--- src/rtl/uniq_pkg.sv ---
// Shared types and defaults for the unique-value decoder frame sequencer.
// Holds the sequencer state encoding and the default decoder geometry.
package uniq_pkg;

    typedef enum logic [2:0] {
        ST_IDLE    = 3'd0,
        ST_STREAM  = 3'd1,
        ST_FLUSH   = 3'd2,
        ST_CAPTURE = 3'd3,
        ST_DRAIN   = 3'd4
    } uniq_state_e;

    localparam int UNIQ_NUM_SLOTS = 4;
    localparam int UNIQ_DATA_W    = 8;

endpackage

--- src/rtl/uniq_slot_picker.sv ---
// Priority encoder over the remaining-valid slot mask, lowest index first; purely combinational.
// Also flags when the picked slot is the highest remaining one (final beat of the frame).
module uniq_slot_picker
    import uniq_pkg::*;
#(
    parameter int NUM_SLOTS = UNIQ_NUM_SLOTS
) (
    input  logic [NUM_SLOTS-1:0]         mask_in,
    output logic [$clog2(NUM_SLOTS)-1:0] idx_out,
    output logic                         any_out,
    output logic                         last_out
);

    localparam int IDX_W = $clog2(NUM_SLOTS);

    always_comb begin
        idx_out = '0;
        any_out = |mask_in;
        for (int k = NUM_SLOTS - 1; k >= 0; k--) begin
            if (mask_in[k]) begin
                idx_out = IDX_W'(k);
            end
        end
        // Last when nothing else remains once the picked slot is removed.
        last_out = any_out && ((mask_in & ~(NUM_SLOTS'(1) << idx_out)) == '0);
    end

endmodule

--- src/rtl/uniq_frame_ctrl.sv ---
// Frames the free-running unique-value decoder: streams one frame in, settles, captures slots, drains valid slots.
// Output appears FLUSH_CYC+1 cycles after the last input beat; input stalls outside IDLE/STREAM, output holds until m_ready_in.
module uniq_frame_ctrl
    import uniq_pkg::*;
#(
    parameter int DATA_W    = UNIQ_DATA_W,
    parameter int NUM_SLOTS = UNIQ_NUM_SLOTS,
    parameter int MAX_LEN   = 16,
    parameter int FLUSH_CYC = 2
) (
    input  logic                          clk_in,
    input  logic                          reset_in,
    input  logic [DATA_W-1:0]             s_data_in,
    input  logic                          s_valid_in,
    input  logic                          s_last_in,
    output logic                          s_ready_out,
    output logic                          dec_reset_out,
    output logic [DATA_W-1:0]             dec_data_out,
    input  logic [NUM_SLOTS*DATA_W-1:0]   dec_out_in,
    input  logic [NUM_SLOTS-1:0]          dec_valid_in,
    output logic [DATA_W-1:0]             m_data_out,
    output logic [$clog2(NUM_SLOTS)-1:0]  m_slot_out,
    output logic                          m_valid_out,
    output logic                          m_last_out,
    output logic                          m_err_out,
    input  logic                          m_ready_in,
    output logic                          empty_out
);

    localparam int SLOT_W = $clog2(NUM_SLOTS);
    localparam int LEN_W  = $clog2(MAX_LEN + 1);
    localparam int FC_W   = $clog2(FLUSH_CYC + 1);
    localparam logic [LEN_W-1:0] MAX_LEN_V  = LEN_W'(MAX_LEN);
    localparam logic [FC_W-1:0]  FLUSH_LAST = FC_W'(FLUSH_CYC - 1);

    uniq_state_e                 state_q, state_d;
    logic [DATA_W-1:0]           dec_data_q, dec_data_d;
    logic [LEN_W-1:0]            len_q, len_d;
    logic                        err_q, err_d;
    logic [FC_W-1:0]             flush_cnt_q, flush_cnt_d;
    logic [NUM_SLOTS*DATA_W-1:0] slot_dat_q, slot_dat_d;
    logic [NUM_SLOTS-1:0]        mask_q, mask_d;
    logic                        empty_q, empty_d;

    logic [SLOT_W-1:0] pick_idx;
    logic              pick_any;
    logic              pick_last;
    logic              drain_vld;
    logic              s_hs;
    logic              m_hs;

    uniq_slot_picker #(
        .NUM_SLOTS (NUM_SLOTS)
    ) u_picker (
        .mask_in  (mask_q),
        .idx_out  (pick_idx),
        .any_out  (pick_any),
        .last_out (pick_last)
    );

    assign drain_vld = (state_q == ST_DRAIN) && pick_any;
    assign s_hs      = s_valid_in && s_ready_out;
    assign m_hs      = drain_vld && m_ready_in;

    always_ff @(posedge clk_in) begin
        if (!reset_in) begin
            state_q <= ST_IDLE;
        end else begin
            state_q <= state_d;
        end
    end

    always_comb begin
        state_d = state_q;
        unique case (state_q)
            ST_IDLE:    if (s_hs) state_d = s_last_in ? ST_FLUSH : ST_STREAM;
            ST_STREAM:  if (s_hs && s_last_in) state_d = ST_FLUSH;
            ST_FLUSH:   if (flush_cnt_q == FLUSH_LAST) state_d = ST_CAPTURE;
            ST_CAPTURE: state_d = (|dec_valid_in) ? ST_DRAIN : ST_IDLE;
            ST_DRAIN:   if (m_hs && pick_last) state_d = ST_IDLE;
            default:    state_d = ST_IDLE;
        endcase
    end

    // Beats beyond MAX_LEN are still accepted so the frame boundary is found, but never reach the decoder.
    always_comb begin
        dec_data_d  = dec_data_q;
        len_d       = len_q;
        err_d       = err_q;
        flush_cnt_d = '0;
        slot_dat_d  = slot_dat_q;
        mask_d      = mask_q;
        empty_d     = 1'b0;
        case (state_q)
            ST_IDLE: begin
                if (s_hs) begin
                    dec_data_d = s_data_in;
                    len_d      = LEN_W'(1);
                    err_d      = 1'b0;
                end
            end
            ST_STREAM: begin
                if (s_hs) begin
                    if (len_q < MAX_LEN_V) begin
                        dec_data_d = s_data_in;
                        len_d      = len_q + 1'b1;
                    end else begin
                        err_d = 1'b1;
                    end
                end
            end
            ST_FLUSH: flush_cnt_d = flush_cnt_q + 1'b1;
            ST_CAPTURE: begin
                slot_dat_d = dec_out_in;
                mask_d     = dec_valid_in;
                empty_d    = ~|dec_valid_in;
            end
            ST_DRAIN: begin
                if (m_hs) begin
                    mask_d = mask_q & ~(NUM_SLOTS'(1) << pick_idx);
                end
            end
            default: ;
        endcase
    end

    always_ff @(posedge clk_in) begin
        if (!reset_in) begin
            dec_data_q  <= '0;
            len_q       <= '0;
            err_q       <= 1'b0;
            flush_cnt_q <= '0;
            slot_dat_q  <= '0;
            mask_q      <= '0;
            empty_q     <= 1'b0;
        end else begin
            dec_data_q  <= dec_data_d;
            len_q       <= len_d;
            err_q       <= err_d;
            flush_cnt_q <= flush_cnt_d;
            slot_dat_q  <= slot_dat_d;
            mask_q      <= mask_d;
            empty_q     <= empty_d;
        end
    end

    always_comb begin
        s_ready_out   = reset_in && ((state_q == ST_IDLE) || (state_q == ST_STREAM));
        dec_reset_out = (state_q == ST_IDLE);
        dec_data_out  = dec_data_q;
        empty_out     = empty_q;
        m_valid_out   = drain_vld;
        m_data_out    = '0;
        m_slot_out    = '0;
        m_last_out    = 1'b0;
        m_err_out     = 1'b0;
        if (drain_vld) begin
            m_data_out = slot_dat_q[pick_idx*DATA_W +: DATA_W];
            m_slot_out = pick_idx;
            m_last_out = pick_last;
            m_err_out  = err_q;
        end
    end

endmodule

--- config.mk ---
export PLATFORM = sky130hd
export DESIGN_NAME = uniq_frame_ctrl
export DESIGN_NICKNAME = d
export VERILOG_FILES = /design/src/rtl/uniq_pkg.sv /design/src/rtl/uniq_slot_picker.sv /design/src/rtl/uniq_frame_ctrl.sv
export SDC_FILE = /design/constraint.sdc
export NUM_CORES = 1
export LEC_CHECK = 0
export CELL_PAD_IN_SITES_DETAIL_PLACEMENT = 0
export CELL_PAD_IN_SITES_GLOBAL_PLACEMENT = 2
export CORE_UTILIZATION = 29
export CTS_CLUSTER_SIZE = 25
export DETAILED_ROUTE_END_ITERATION = 16
export PLACE_DENSITY = 0.95
export SLEW_MARGIN = 20
export SYNTH_ARGS = -nofsm -noshare
export SYNTH_HDL_FRONTEND = slang
export SYNTH_SLANG_ARGS = --single-unit
--- constraint.sdc ---
create_clock -name clk_in -period 3.2 [get_ports clk_in]
set_input_delay 0.48 -clock clk_in [delete_from_list [all_inputs] [get_ports clk_in]]
set_output_delay 0.48 -clock clk_in [all_outputs]
set_load 0.1 [all_outputs]
==> impl_metrics.ini <==
[run_status]
status = completed

[placed_design]
portBuffers = 72
dp.cells = 507
finalWeightedCongestion = 0.7349
dpl.hpwl_um = 5131
preCtsSetupSlack_ns = 0.7023

[clock_network]
cts_htree_levels = 2
clk-insertion-delay-late_ns = 0.31
post_cts_setup_driven_buffer_insertion_count = 0
post_cts.resized_instances = 0
clk_root_buffer_cell = sky130_fd_sc_hd__clkbuf_8
tritoncts = done
cts_hold_buffers = 0
worst_setup_hold_path_clk_slew_ns = 0.09
numCtsBuffers = 5
clock_sink_count = 56
cts_buffer_depth = 2

[synthesis]
ys_dominant_reg_cell = sky130_fd_sc_hd__dfxtp_1
postSynthAreaPerCell_sq_um = 7.828
synth_warnings = 0
synth_top_area_cell = sky130_fd_sc_hd__dfxtp_1
syn_area_sq_mm = 0.002748
yosys.cell_types.count = 42
synth_top_area_share = 0.4080
synth_area_leaders = sky130_fd_sc_hd__dfxtp_1 (41%), sky130_fd_sc_hd__a21oi_1 (13%), sky130_fd_sc_hd__nand2_1 (9.6%)
synth_top_family_by_area = simple AND/OR/NAND/NOR gates
simple_gate_share_of_the_synthesized_area = 0.3028
synth_top_cells_by_count = sky130_fd_sc_hd__a21oi_1 (72), sky130_fd_sc_hd__nand2_1 (70), sky130_fd_sc_hd__dfxtp_1 (56)
synth_sequential_area_ratio = 0.4080
synth.ff_latch_count = 56
synth.most_common_cell = sky130_fd_sc_hd__a21oi_1
synth_cells = 351
synth-edff-count = 0
synth-xor-area-share = 0.003188
yosys.area_share.adder = 0.009107
compound_gate_portion_of_the_synthesized_area = 0.2231
synth_fp_nets = 402
muxShareOfSynthArea = 0
ys_async_sr_fraction = 0

[finish]
fraction_of_layout_cells_with_a_size_suffix_above_1 = 0.07940
nNetsFinal = 454
area_delta_synth_final_pct = 34.34
finish.cell_count_without_fillers = 514
final_core_utilization = 0.4014
n_antenna_cell = 0

[floorplanning]
floorplan.initialDensity = 0.2988
die_width_um = 99.34
core_region_area_sq_mm = 0.009196
die-area_sq_mm = 0.009867
die_h_um = 99.34
i_o_pins = 73
rows = 35

[routing]
drt_iter0_drc = 95
totalWireLength_um = 7202
route.detailed.vias_per_inst = 5.010
firstDrtPassIters = 4
post-route-drc-count = 0
total_number_of_vias = 2575
post_drt_wl_per_cell_um = 14.01
antenna_left = 0

[sta]
totalNegativeSetupSlack_ns = 0
achievable-frequency_ghz = 0.3568
worst_slack_setup_final_ns = 0.3972
drv_slew = 0
setup_violations = 0
timing.slew.headroom = 0.3328
timing.hold.ws_ns = 0.4377
worst-slew-pin-transition_ns = 0.9977
rsz0062_at_grt = false
finalHoldViolations = 0
finalCriticalPeriod_ns = 2.803
skew_ns = 0.002317
timing.final.crit_share = 0.8759

[worst_hold_path]
holdCritPathClass = flop to flop
min_from = flush_cnt_q[0]

[power]
seqPwrFrac = 0.539
power.switching_fraction = 0.2628
total_switching_power_w = 0.0003555
p_int_w = 0.0009974
power_density_cells_mw_per_mm2 = 366.6
static_leakage_nw = 1.210
max-vdd-ir-drop_uv = 197.3
share_comb_of_total_power = 0.152
power.clock.fraction = 0.308

[worst_setup_path]
cp-end-kind = primary output
critPathLaunchType = flop
crit_type = flop to primary output
crit_reg_reg_startpoint = mask_q[1]
critPathArrivalTime_ns = 2.32
crit_required_ns = 2.72
path_max_fanout = 32
cp-startpoint = mask_q[1]

[job]
maxcap_violations = 0

[global_routing]
grt_pass1_wl_um = 11840
largest_net_degree_at_the_start_of_global_routing = 38
grt_overflow_total = 0
global_route.usage.total = 0.1495
antenna_found_initial = 0
first_global_vias = 2560
## layout make-up
cell class | count | area [sq um]
fill | 964 | 5505
tap | 111 | 138.9
sequential | 56 | 1121
timing repair buffer | 75 | 825.8
inverter | 5 | 18.77
clock buffer | 7 | 96.34
multi-input combinational | 260 | 1490
## layout by cell type, fill, tap and decap left out, drive strengths merged, types with 2 or more instances in the layout
cell type / Yosys / final
a21oi: 73 / 73
and2: 2 / 2
buf: 16 / 20
clkbuf: 14 / 7
clkdlybuf4s50: 0 / 55
dfxtp: 56 / 56
ha: 2 / 2
inv: 5 / 5
nand2: 70 / 70
nand2b: 4 / 4
nand3: 13 / 13
nand3b: 11 / 11
nand4bb: 2 / 2
nor2: 5 / 5
nor2b: 11 / 11
nor3: 5 / 5
nor4: 2 / 2
o21a: 8 / 8
o21ai: 16 / 16
o31ai: 2 / 2
or3b: 9 / 9
or4: 2 / 2
or4bb: 8 / 8
## logic make-up after synthesis
logic type | Yosys count
fa+ha+maj | 2
simple gates | 148
flops | 56
buf+inv | 35
xor+xnor | 1
compound gates | 109
## per-stage QoR
stage	power, W	area [sq um]
final	0.001353	3691
after detailed placement	0.0009526	3595
after CTS	0.001371	3691
after floorplan	0.0008597	2759
after global routing	0.001414	3691
after global placement	0.0009514	3595
## power groups by stage
stage / clock network (W) / logic, W / registers (W)
final: 0.000417 / 0.000206 / 0.000730
after global routing: 0.000460 / 0.000221 / 0.000733
after detailed placement: 0 / 0.000207 / 0.000746
after floorplan: 0 / 0.0000893 / 0.000770
after CTS: 0.000433 / 0.000208 / 0.000730
after global placement: 0 / 0.000206 / 0.000745
## state kept, by name, indices dropped and copies added, names as in the netlist
| signal | cells |
|---|---|
| slot_dat_q | 32 |
| dec_data_out | 8 |
| len_q | 5 |
| mask_q | 4 |
| state_q | 3 |
| flush_cnt_q | 2 |
| empty_out | 1 |
| err_q | 1 |
## worst paths after layout
| check | endpoint | cells after the start | slack, ns |
|---|---|---|---|
| setup reg to reg | state_q[2] | 3 | 1.26 |
| setup / recovery | m_last_out | 4 | 0.40 |
| hold / removal | flush_cnt_q[0] | 1 | 0.44 |
| hold reg to reg | flush_cnt_q[0] | 1 | 0.44 |
## layer usage
layer | vias to the layer above | routed length (um) | GRT usage
met1 | 1181 | 3237 | 0.1794
li1 | 1326 | - | -
met2 | 62 | 3387 | 0.2527
met3 | 6 | 510 | 0.05200
met5 | - | 0 | 0
met4 | 0 | 65 | 0.04299
## critical path: stages (launching register included)
cell and delay (ns):
sky130_fd_sc_hd__dfxtp_1 0.98, sky130_fd_sc_hd__nor2_1 0.20, sky130_fd_sc_hd__a221oi_1 0.49, sky130_fd_sc_hd__nor2_1 0.09
sky130_fd_sc_hd__buf_4 0.25
Power figures use the tool's default switching activity.
